[config.mk]
export PLATFORM = sky130hd
export DESIGN_NAME = bictr_decode_rx_flat
export DESIGN_NICKNAME = d
export VERILOG_FILES = /design/src/rtl/bictr_decode_rx_pkg.sv /design/src/rtl/bictr_decode_rx_if.sv /design/src/rtl/bictr_decode_rx_onehot_enc_chk.sv /design/src/rtl/bictr_decode_rx.sv /design/src/flat_wrapper.sv
export SDC_FILE = /design/constraint.sdc
export NUM_CORES = 1
export LEC_CHECK = 0
export CORE_MARGIN = 2
export CORE_UTILIZATION = 40
export DETAILED_ROUTE_END_ITERATION = 10
export HOLD_SLACK_MARGIN = 0.12
export PLACE_DENSITY = 0.84
export SYNTH_ARGS = -nofsm -noshare
export SYNTH_HDL_FRONTEND = slang
export SYNTH_SLANG_ARGS = --single-unit
[constraint.sdc]
create_clock -name clk -period 2.6 [get_ports clk]
set_input_delay 0.26 -clock clk [delete_from_list [all_inputs] [get_ports clk]]
set_output_delay 0.26 -clock clk [all_outputs]
set_load 0.03 [all_outputs]
[src/rtl/bictr_decode_rx_pkg.sv]
// bictr_decode_rx_pkg: shared state type and decoded-bus width helper
package bictr_decode_rx_pkg;
  typedef enum logic {ST_UNLOCKED, ST_LOCKED} state_t;
  function automatic int dec_w(int w);
    return 1 << w;
  endfunction
endpackage

[src/rtl/bictr_decode_rx_if.sv]
// bictr_decode_rx_if: decoded count bus in, recovered count and flags out
interface bictr_decode_rx_if import bictr_decode_rx_pkg::*; #(parameter int width = 8);
  logic                    clr;
  logic                    valid;
  logic [dec_w(width)-1:0] count_dec;
  logic [width-1:0]        count;
  logic                    up_dn;
  logic                    step;
  logic                    locked;
  logic                    tercnt;
  logic                    err_onehot;
  logic                    err_jump;
  modport master (output clr, valid, count_dec,
                  input  count, up_dn, step, locked, tercnt, err_onehot, err_jump);
  modport slave  (input  clr, valid, count_dec,
                  output count, up_dn, step, locked, tercnt, err_onehot, err_jump);
endinterface

[src/rtl/bictr_decode_rx_onehot_enc_chk.sv]
// onehot_enc_chk: OR-tree binary encoder plus zero/multi-hot detector
module onehot_enc_chk import bictr_decode_rx_pkg::*; #(parameter int width = 8) (
  input  logic [dec_w(width)-1:0] count_dec_i,
  output logic [width-1:0]        idx_o,
  output logic                    legal_o
);
  always_comb begin
    idx_o = '0;
    for (int i = 0; i < dec_w(width); i++)
      for (int b = 0; b < width; b++)
        if (i[b]) idx_o[b] = idx_o[b] | count_dec_i[i];
  end
  // x & (x-1) clears the lowest set bit, so it is non-zero only for multi-hot
  assign legal_o = (|count_dec_i) && !(|(count_dec_i & (count_dec_i - 1'b1)));
endmodule

[src/rtl/bictr_decode_rx.sv]
// bictr_decode_rx: one-hot count bus tracker with direction, step and error flags
module bictr_decode_rx import bictr_decode_rx_pkg::*; #(parameter int width = 8) (
  input logic clk,
  input logic reset,
  bictr_decode_rx_if.slave bus
);
  state_t           state_q, state_d;
  logic [width-1:0] count_q, count_d, idx, inc, dec;
  logic             up_dn_q, up_dn_d, step_q, step_d, tercnt_q, tercnt_d;
  logic             err_oh_q, err_oh_d, err_jump_q, err_jump_d, legal;
  onehot_enc_chk #(.width(width)) u_enc (
    .count_dec_i(bus.count_dec),
    .idx_o      (idx),
    .legal_o    (legal)
  );
  assign inc = count_q + 1'b1;
  assign dec = count_q - 1'b1;
  always_comb begin
    state_d    = state_q;
    count_d    = count_q;
    up_dn_d    = up_dn_q;
    step_d     = 1'b0;
    err_oh_d   = 1'b0;
    err_jump_d = 1'b0;
    if (bus.clr) state_d = ST_UNLOCKED;
    else if (bus.valid && !legal) begin
      err_oh_d = 1'b1;
      state_d  = ST_UNLOCKED;
    end else if (bus.valid && state_q == ST_UNLOCKED) begin
      count_d = idx;
      state_d = ST_LOCKED;
    end else if (bus.valid && idx != count_q) begin
      count_d    = idx;
      step_d     = (idx == inc) || (idx == dec);
      up_dn_d    = (idx == inc) ? 1'b1 : (idx == dec) ? 1'b0 : up_dn_q;
      err_jump_d = !step_d;
    end
    tercnt_d = (state_d == ST_LOCKED) && (up_dn_d ? &count_d : ~|count_d);
  end
  always_ff @(posedge clk or negedge reset) begin
    if (!reset) begin
      state_q    <= ST_UNLOCKED;
      count_q    <= '0;
      up_dn_q    <= 1'b1;
      step_q     <= 1'b0;
      tercnt_q   <= 1'b0;
      err_oh_q   <= 1'b0;
      err_jump_q <= 1'b0;
    end else begin
      state_q    <= state_d;
      count_q    <= count_d;
      up_dn_q    <= up_dn_d;
      step_q     <= step_d;
      tercnt_q   <= tercnt_d;
      err_oh_q   <= err_oh_d;
      err_jump_q <= err_jump_d;
    end
  end
  assign bus.count      = count_q;
  assign bus.up_dn      = up_dn_q;
  assign bus.step       = step_q;
  assign bus.locked     = (state_q == ST_LOCKED);
  assign bus.tercnt     = tercnt_q;
  assign bus.err_onehot = err_oh_q;
  assign bus.err_jump   = err_jump_q;
endmodule

[src/flat_wrapper.sv]
// flat-port wrapper written by rule: the top's interface ports become plain ports
module bictr_decode_rx_flat import bictr_decode_rx_pkg::*;
#(parameter int width = 8)
  (clk, reset, bus_clr, bus_valid, bus_count_dec, bus_count, bus_up_dn, bus_step, bus_locked, bus_tercnt, bus_err_onehot, bus_err_jump);
  bictr_decode_rx_if #(.width(width)) bus_i ();
  input logic clk;
  input logic reset;
  input wire logic [$bits(bus_i.clr)-1:0] bus_clr;
  input wire logic [$bits(bus_i.valid)-1:0] bus_valid;
  input wire logic [$bits(bus_i.count_dec)-1:0] bus_count_dec;
  output wire logic [$bits(bus_i.count)-1:0] bus_count;
  output wire logic [$bits(bus_i.up_dn)-1:0] bus_up_dn;
  output wire logic [$bits(bus_i.step)-1:0] bus_step;
  output wire logic [$bits(bus_i.locked)-1:0] bus_locked;
  output wire logic [$bits(bus_i.tercnt)-1:0] bus_tercnt;
  output wire logic [$bits(bus_i.err_onehot)-1:0] bus_err_onehot;
  output wire logic [$bits(bus_i.err_jump)-1:0] bus_err_jump;
  assign bus_i.clr = bus_clr;
  assign bus_i.valid = bus_valid;
  assign bus_i.count_dec = bus_count_dec;
  assign bus_count = bus_i.count;
  assign bus_up_dn = bus_i.up_dn;
  assign bus_step = bus_i.step;
  assign bus_locked = bus_i.locked;
  assign bus_tercnt = bus_i.tercnt;
  assign bus_err_onehot = bus_i.err_onehot;
  assign bus_err_jump = bus_i.err_jump;
  bictr_decode_rx #(.width(width)) u_core (.clk(clk), .reset(reset), .bus(bus_i));
endmodule
==> impl_metrics.ini, run 1 <==
[run_status]
status = stopped before the end
stop_stage = 5_1_grt
error = [ERROR GRT-0116] Global routing finished with congestion. Check the congestion regions in the DRC Viewer.

[logic_synthesis]
synth_fp_nets = 1595
yosysSeqAreaShare = 0.0433
yosysTopAreaCellShare = 0.166
synth_ff_type = dfrtp_1
syn_area_um2 = 8120
avgSynthCellArea_um2 = 6.09
synthXorXnorAreaFrac = 0.0183
synth_area_leader_cell = nor4_1
async_flop_share = 1.00
synth_compound_area_frac = 0.214
synthTopCellsByArea = nor4_1, nand4_1, nand3_1, nand2_1, nor2_1
ys_warn_count = 0
synthAdderAreaFrac = 0.00432
synth_top_family_by_area = simple AND/OR/NAND/NOR gates
syn_inst = 1333
ys_types = 73
ys_ff_latch = 14
synthMuxAreaShare = 0.0109
yosys.area_share.simple = 0.679
synth_edf_count = 0

[placement]
io_buffers = 273
gp_congestion = 1.53
post-dp-hpwl_um = 66400
dp_cells = 2633
placed_area_um2 = 17200

[clock_network]
root_buffer = clkbuf_16
clockBufferDepth = 2
htree_num_levels = 1
holdBufCountCts = 0
clkSinkCount = 14
numCtsBuffers = 3

[global_routing]
grt_overflow = 1666
grt_pass1_vias = 25600
grt_use_total = 0.994
grt_pass1_wl_um = 165000
grt_max_degree = 15

[die]
ioPinCount = 274
die_y_um = 146
initial_core_util = 0.404
die_w_um = 146
fp-row-count = 52
## kinds of logic after synthesis
logic type,after synthesis
AO/OA/AOI/OAI,239
XOR/XNOR,17
multiplexers,8
flip-flops,14
buffers and inverters,64
AND/OR/NAND/NOR,988
adder cells (fa/ha/maj),3
## metrics by stage
step / worst slack [ns] / setup TNS, ns
after floorplan: -1.47 / -18.37
after global placement: -2.18 / -28.56
after detailed placement: -2.61 / -33.34
after CTS: -1.92 / -24.89
## metal layers
metal  GRT overflow  global-route usage
met1            145               0.896
met5              8               0.666
met2           1002                1.19
met4            353                1.07
met3            158               0.894
## cell usage after synthesis (4+ instances only)
cell type	instances
nor4_1	216
nand2_1	140
nand4_1	139
nor2_1	135
nand3_1	118
nor3_1	85
o21ai_0	61
o31ai_1	49
or4_1	42
o41ai_1	39
clkbuf_1	36
or3_1	25
inv_1	24
dfrtp_1	13
nand4b_1	11
nor4_2	11
xor2_1	11
a21oi_1	10
nand2b_1	10
a2111oi_0	9
and3_1	9
or2_2	9
a22oi_1	7
a222oi_1	6
mux2_2	6
xnor2_1	6
a211oi_1	5
a21boi_0	5
a31oi_1	5
and2_1	5
nand3b_1	5
nor4b_1	5
o22ai_1	5
a221oi_1	4
and4_1	4
nor4_4	4
o21a_1	4
o31a_1	4
o41a_1	4
## repair_timing
action,4_1_cts
setup endpoints to repair,14
setup buffers,25
hold endpoints to repair,0
gates resized for setup,143
pin swaps,45
==> inputs of run 2 (changes only) <==
CORE_UTILIZATION = 25   (was 40)
HOLD_SLACK_MARGIN = default   (was 0.12)
PLACE_DENSITY = default   (was 0.84)
PLACE_DENSITY_LB_ADDON = 0.15   (was default)
clock period = 3.38 ns   (was 2.6 ns; I/O delays follow)
==> run 2 against run 1 <==
- the flow now finishes, with violations (setup timing)
- synthesized cell count did not move
- synthesized area did not move
==> impl_metrics.ini, run 2 <==
[global_routing]
grt_use_total = 0.509
grt_pass1_vias = 18800
grt_overflow = 0
antenna_found_initial = 12
grt_pass1_wl_um = 126000
grt_max_degree = 15

[final_layout]
drive_gt1_frac = 0.494
mostFrequentLayoutCells = buf_4, nand4_1, nor4_1
largest_register_ffs = 8
nFillCells = 2728
final_common_cell = buf_4
utilization = 0.655
final_nets = 2852
syn2layout_area_growth_pct = 157

[die]
dieArea_um2 = 33900
fp-row-count = 65
die_w_um = 184
ioPinCount = 274
initial_core_util = 0.255
core-area_um2 = 31800
die_y_um = 184

[routing]
post-route-drc-count = 0
avgViaCountPerCell = 6.59
antenna_left = 0
dr.first_iter.drc_count = 3598
detailedRoute.firstPassIterationCount = 7
vias = 20000
wl_per_cell_um = 30.3
routed_wl_um = 91800

[logic_synthesis]
ys_top_cells_by_count = nor4_1, nand2_1, nand4_1, nor2_1, nand3_1
synth.most_common_cell = nor4_1
ys_warn_count = 0
async_flop_share = 1.00
synthTopCellsByArea = nor4_1, nand4_1, nand3_1, nand2_1, nor2_1
synth_area_leader_cell = nor4_1
synth_edf_count = 0
synth_ff_type = dfrtp_1
ys_types = 73
avgSynthCellArea_um2 = 6.09
synth_fp_nets = 1595
yosysTopAreaCellShare = 0.166
syn_area_um2 = 8120
ys_ff_latch = 14
syn_inst = 1333
yosysSeqAreaShare = 0.0433

[placement]
post-dp-hpwl_um = 76400
io_buffers = 273
gp_congestion = 1.17

[clock_network]
path_clk_slew_ns = 0.05
clkSinkCount = 14
cts_tree = done
clock_latency_ns = 0.24
root_buffer = clkbuf_16
clockBufferDepth = 2
htree_num_levels = 1
numCtsBuffers = 3
holdBufCountCts = 0

[run]
maxCapViolCount = 0

[worst_setup_path]
slowest_stage = clkdlybuf4s50_1
cp-end-kind = flop
start_kind = primary input
critPathRequiredTime_ns = 3.52
crit_arrival_ns = 4.94
path_cells = clkdlybuf4s50_1, nor4_1, buf_4, nand4_1, nor4_2, nand3_1, buf_4, o21ai_0, buf_4, nor4bb_4, nand4_1, or4_4, nor4_4, buf_6, buf_6, nand3_2, a21o_1, a311oi_2
crit_top_cell = buf_4
worstSetupPathType = primary input to flop
slowest_delay_ns = 0.59
path_max_fanout = 8

[sta]
skew_ns = 0.00577
slew_headroom = 0.555
drv_slew = 0
rsz0062_at_grt = true
tightest_slew_ns = 0.665
min_period_over_period = 1.42
fin_setup_tns_ns = -17.49
worst_slack_ns = -1.43
hold_viol = 0
layout_min_cycle_time_ns = 4.81
finalSetupViolations = 14
max_freq_mhz = 208

[pwr]
power.share.combinational = 0.798
pwr-share-seq = 0.082
power_mw = 2.07
pwr-share-clk = 0.120
p_sw_frac = 0.459
internal_power_mw = 1.12
pwr_density_cell_nw_per_um2 = 99.3
power.switching_mw = 0.948
leakagePower_nw = 9.00
peakVddDrop_uv = 176

[run_status]
violations = setup timing
status = finished with violations

[hold_path]
hp-class = primary input to asynchronous set/reset pin
[run 2: cell counts after synthesis]
Identical to the previous run, type by type.
[run 2: layout make-up]
| class | instances | area, µm² | area share |
|---|---|---|---|
| Tap cell | 435 | 544 | 0.0261 |
| Antenna cell | 7 | 17.5 | 0.000841 |
| Multi-Input combinational cell | 1255 | 9130 | 0.439 |
| Clock buffer | 4 | 88.8 | 0.00427 |
| Inverter | 24 | 90.1 | 0.00433 |
| Timing Repair Buffer | 1292 | 10600 | 0.509 |
| Sequential cell | 14 | 352 | 0.0169 |
[run 2: final timing paths]
kind | from | to | slack [ns] | cells after the start
setup / recovery | bus_count_dec[123] | u_core.bus.tercnt$_DFF_PN0_ | -1.43 | 18
hold / removal | reset | u_core.bus.count[3]$_DFF_PN0_ | 0.50 | 1
setup reg to reg | u_core.bus.count[2]$_DFF_PN0_ | u_core.bus.tercnt$_DFF_PN0_ | 0.62 | 11
hold reg to reg | u_core.bus.count[7]$_DFF_PN0_ | u_core.bus.count[7]$_DFF_PN0_ | 0.71 | 1
max in group asynchronous | reset | u_core.bus.tercnt$_DFF_PN0_ | 2.45 | 1
min in group clk | u_core.bus.count[7]$_DFF_PN0_ | u_core.bus.count[7]$_DFF_PN0_ | 0.71 | 1
[run 2: timing repair]
| action | 4_1_cts | 5_1_grt |
|---|---|---|
| endpoints found under the setup margin | 14 | 14 |
| endpoints found under the hold margin | 0 | 0 |
| pin swaps | 78 | 111 |
| buffers inserted | 46 | 44 |
| gates resized for setup | 239 | 272 |
[run 2: per-layer routing]
metal / track usage / vias to the layer above / part of all wire / routed length [µm]
met5: 0 / - / 0.00031 / 28
met4: 0.333 / 4 / 0.093 / 8560
met1: 0.636 / 9233 / 0.37 / 33800
met2: 0.750 / 1969 / 0.40 / 36400
met3: 0.161 / 617 / 0.14 / 13000
li1: - / 8137 / - / -
[run 2: kinds of logic after synthesis]
family	after synthesis	synth area share
flip-flops	14	0.0433
multiplexers	8	0.0109
XOR/XNOR	17	0.0183
buffers and inverters	64	0.0301
AO/OA/AOI/OAI	239	0.214
AND/OR/NAND/NOR	988	0.679
adder cells (fa/ha/maj)	3	0.00432
[run 2: power groups by stage]
stage / logic (mW) / registers, mW / clock network, mW
after floorplan: 0.243 / 0.173 / 0
after global placement: 1.46 / 0.171 / 0
after detailed placement: 1.46 / 0.172 / 0
after CTS: 1.50 / 0.169 / 0.250
after global routing: 1.66 / 0.169 / 0.259
final: 1.65 / 0.169 / 0.248
[run 2: critical path: cells and delay by family]
kind,cells,cell delay [ns]
AO/OA/AOI/OAI,3,0.67
buffers and inverters,6,1.45
AND/OR/NAND/NOR,9,2.46
[run 2: per-stage QoR]
stage               hold WS [ns]  worst slack [ns]  area, µm²  std cells
detailed placement         0.669             -2.13      18500       2934
global placement           0.638             -2.22      18500       2934
floorplan                 0.0424            -0.769       8310       1333
CTS                        0.515             -1.24      19500       2982
finish                     0.503             -1.43      20800       3031
global route               0.559             -1.47      20800       3024
No activity file was read; power rests on OpenSTA's default activity.
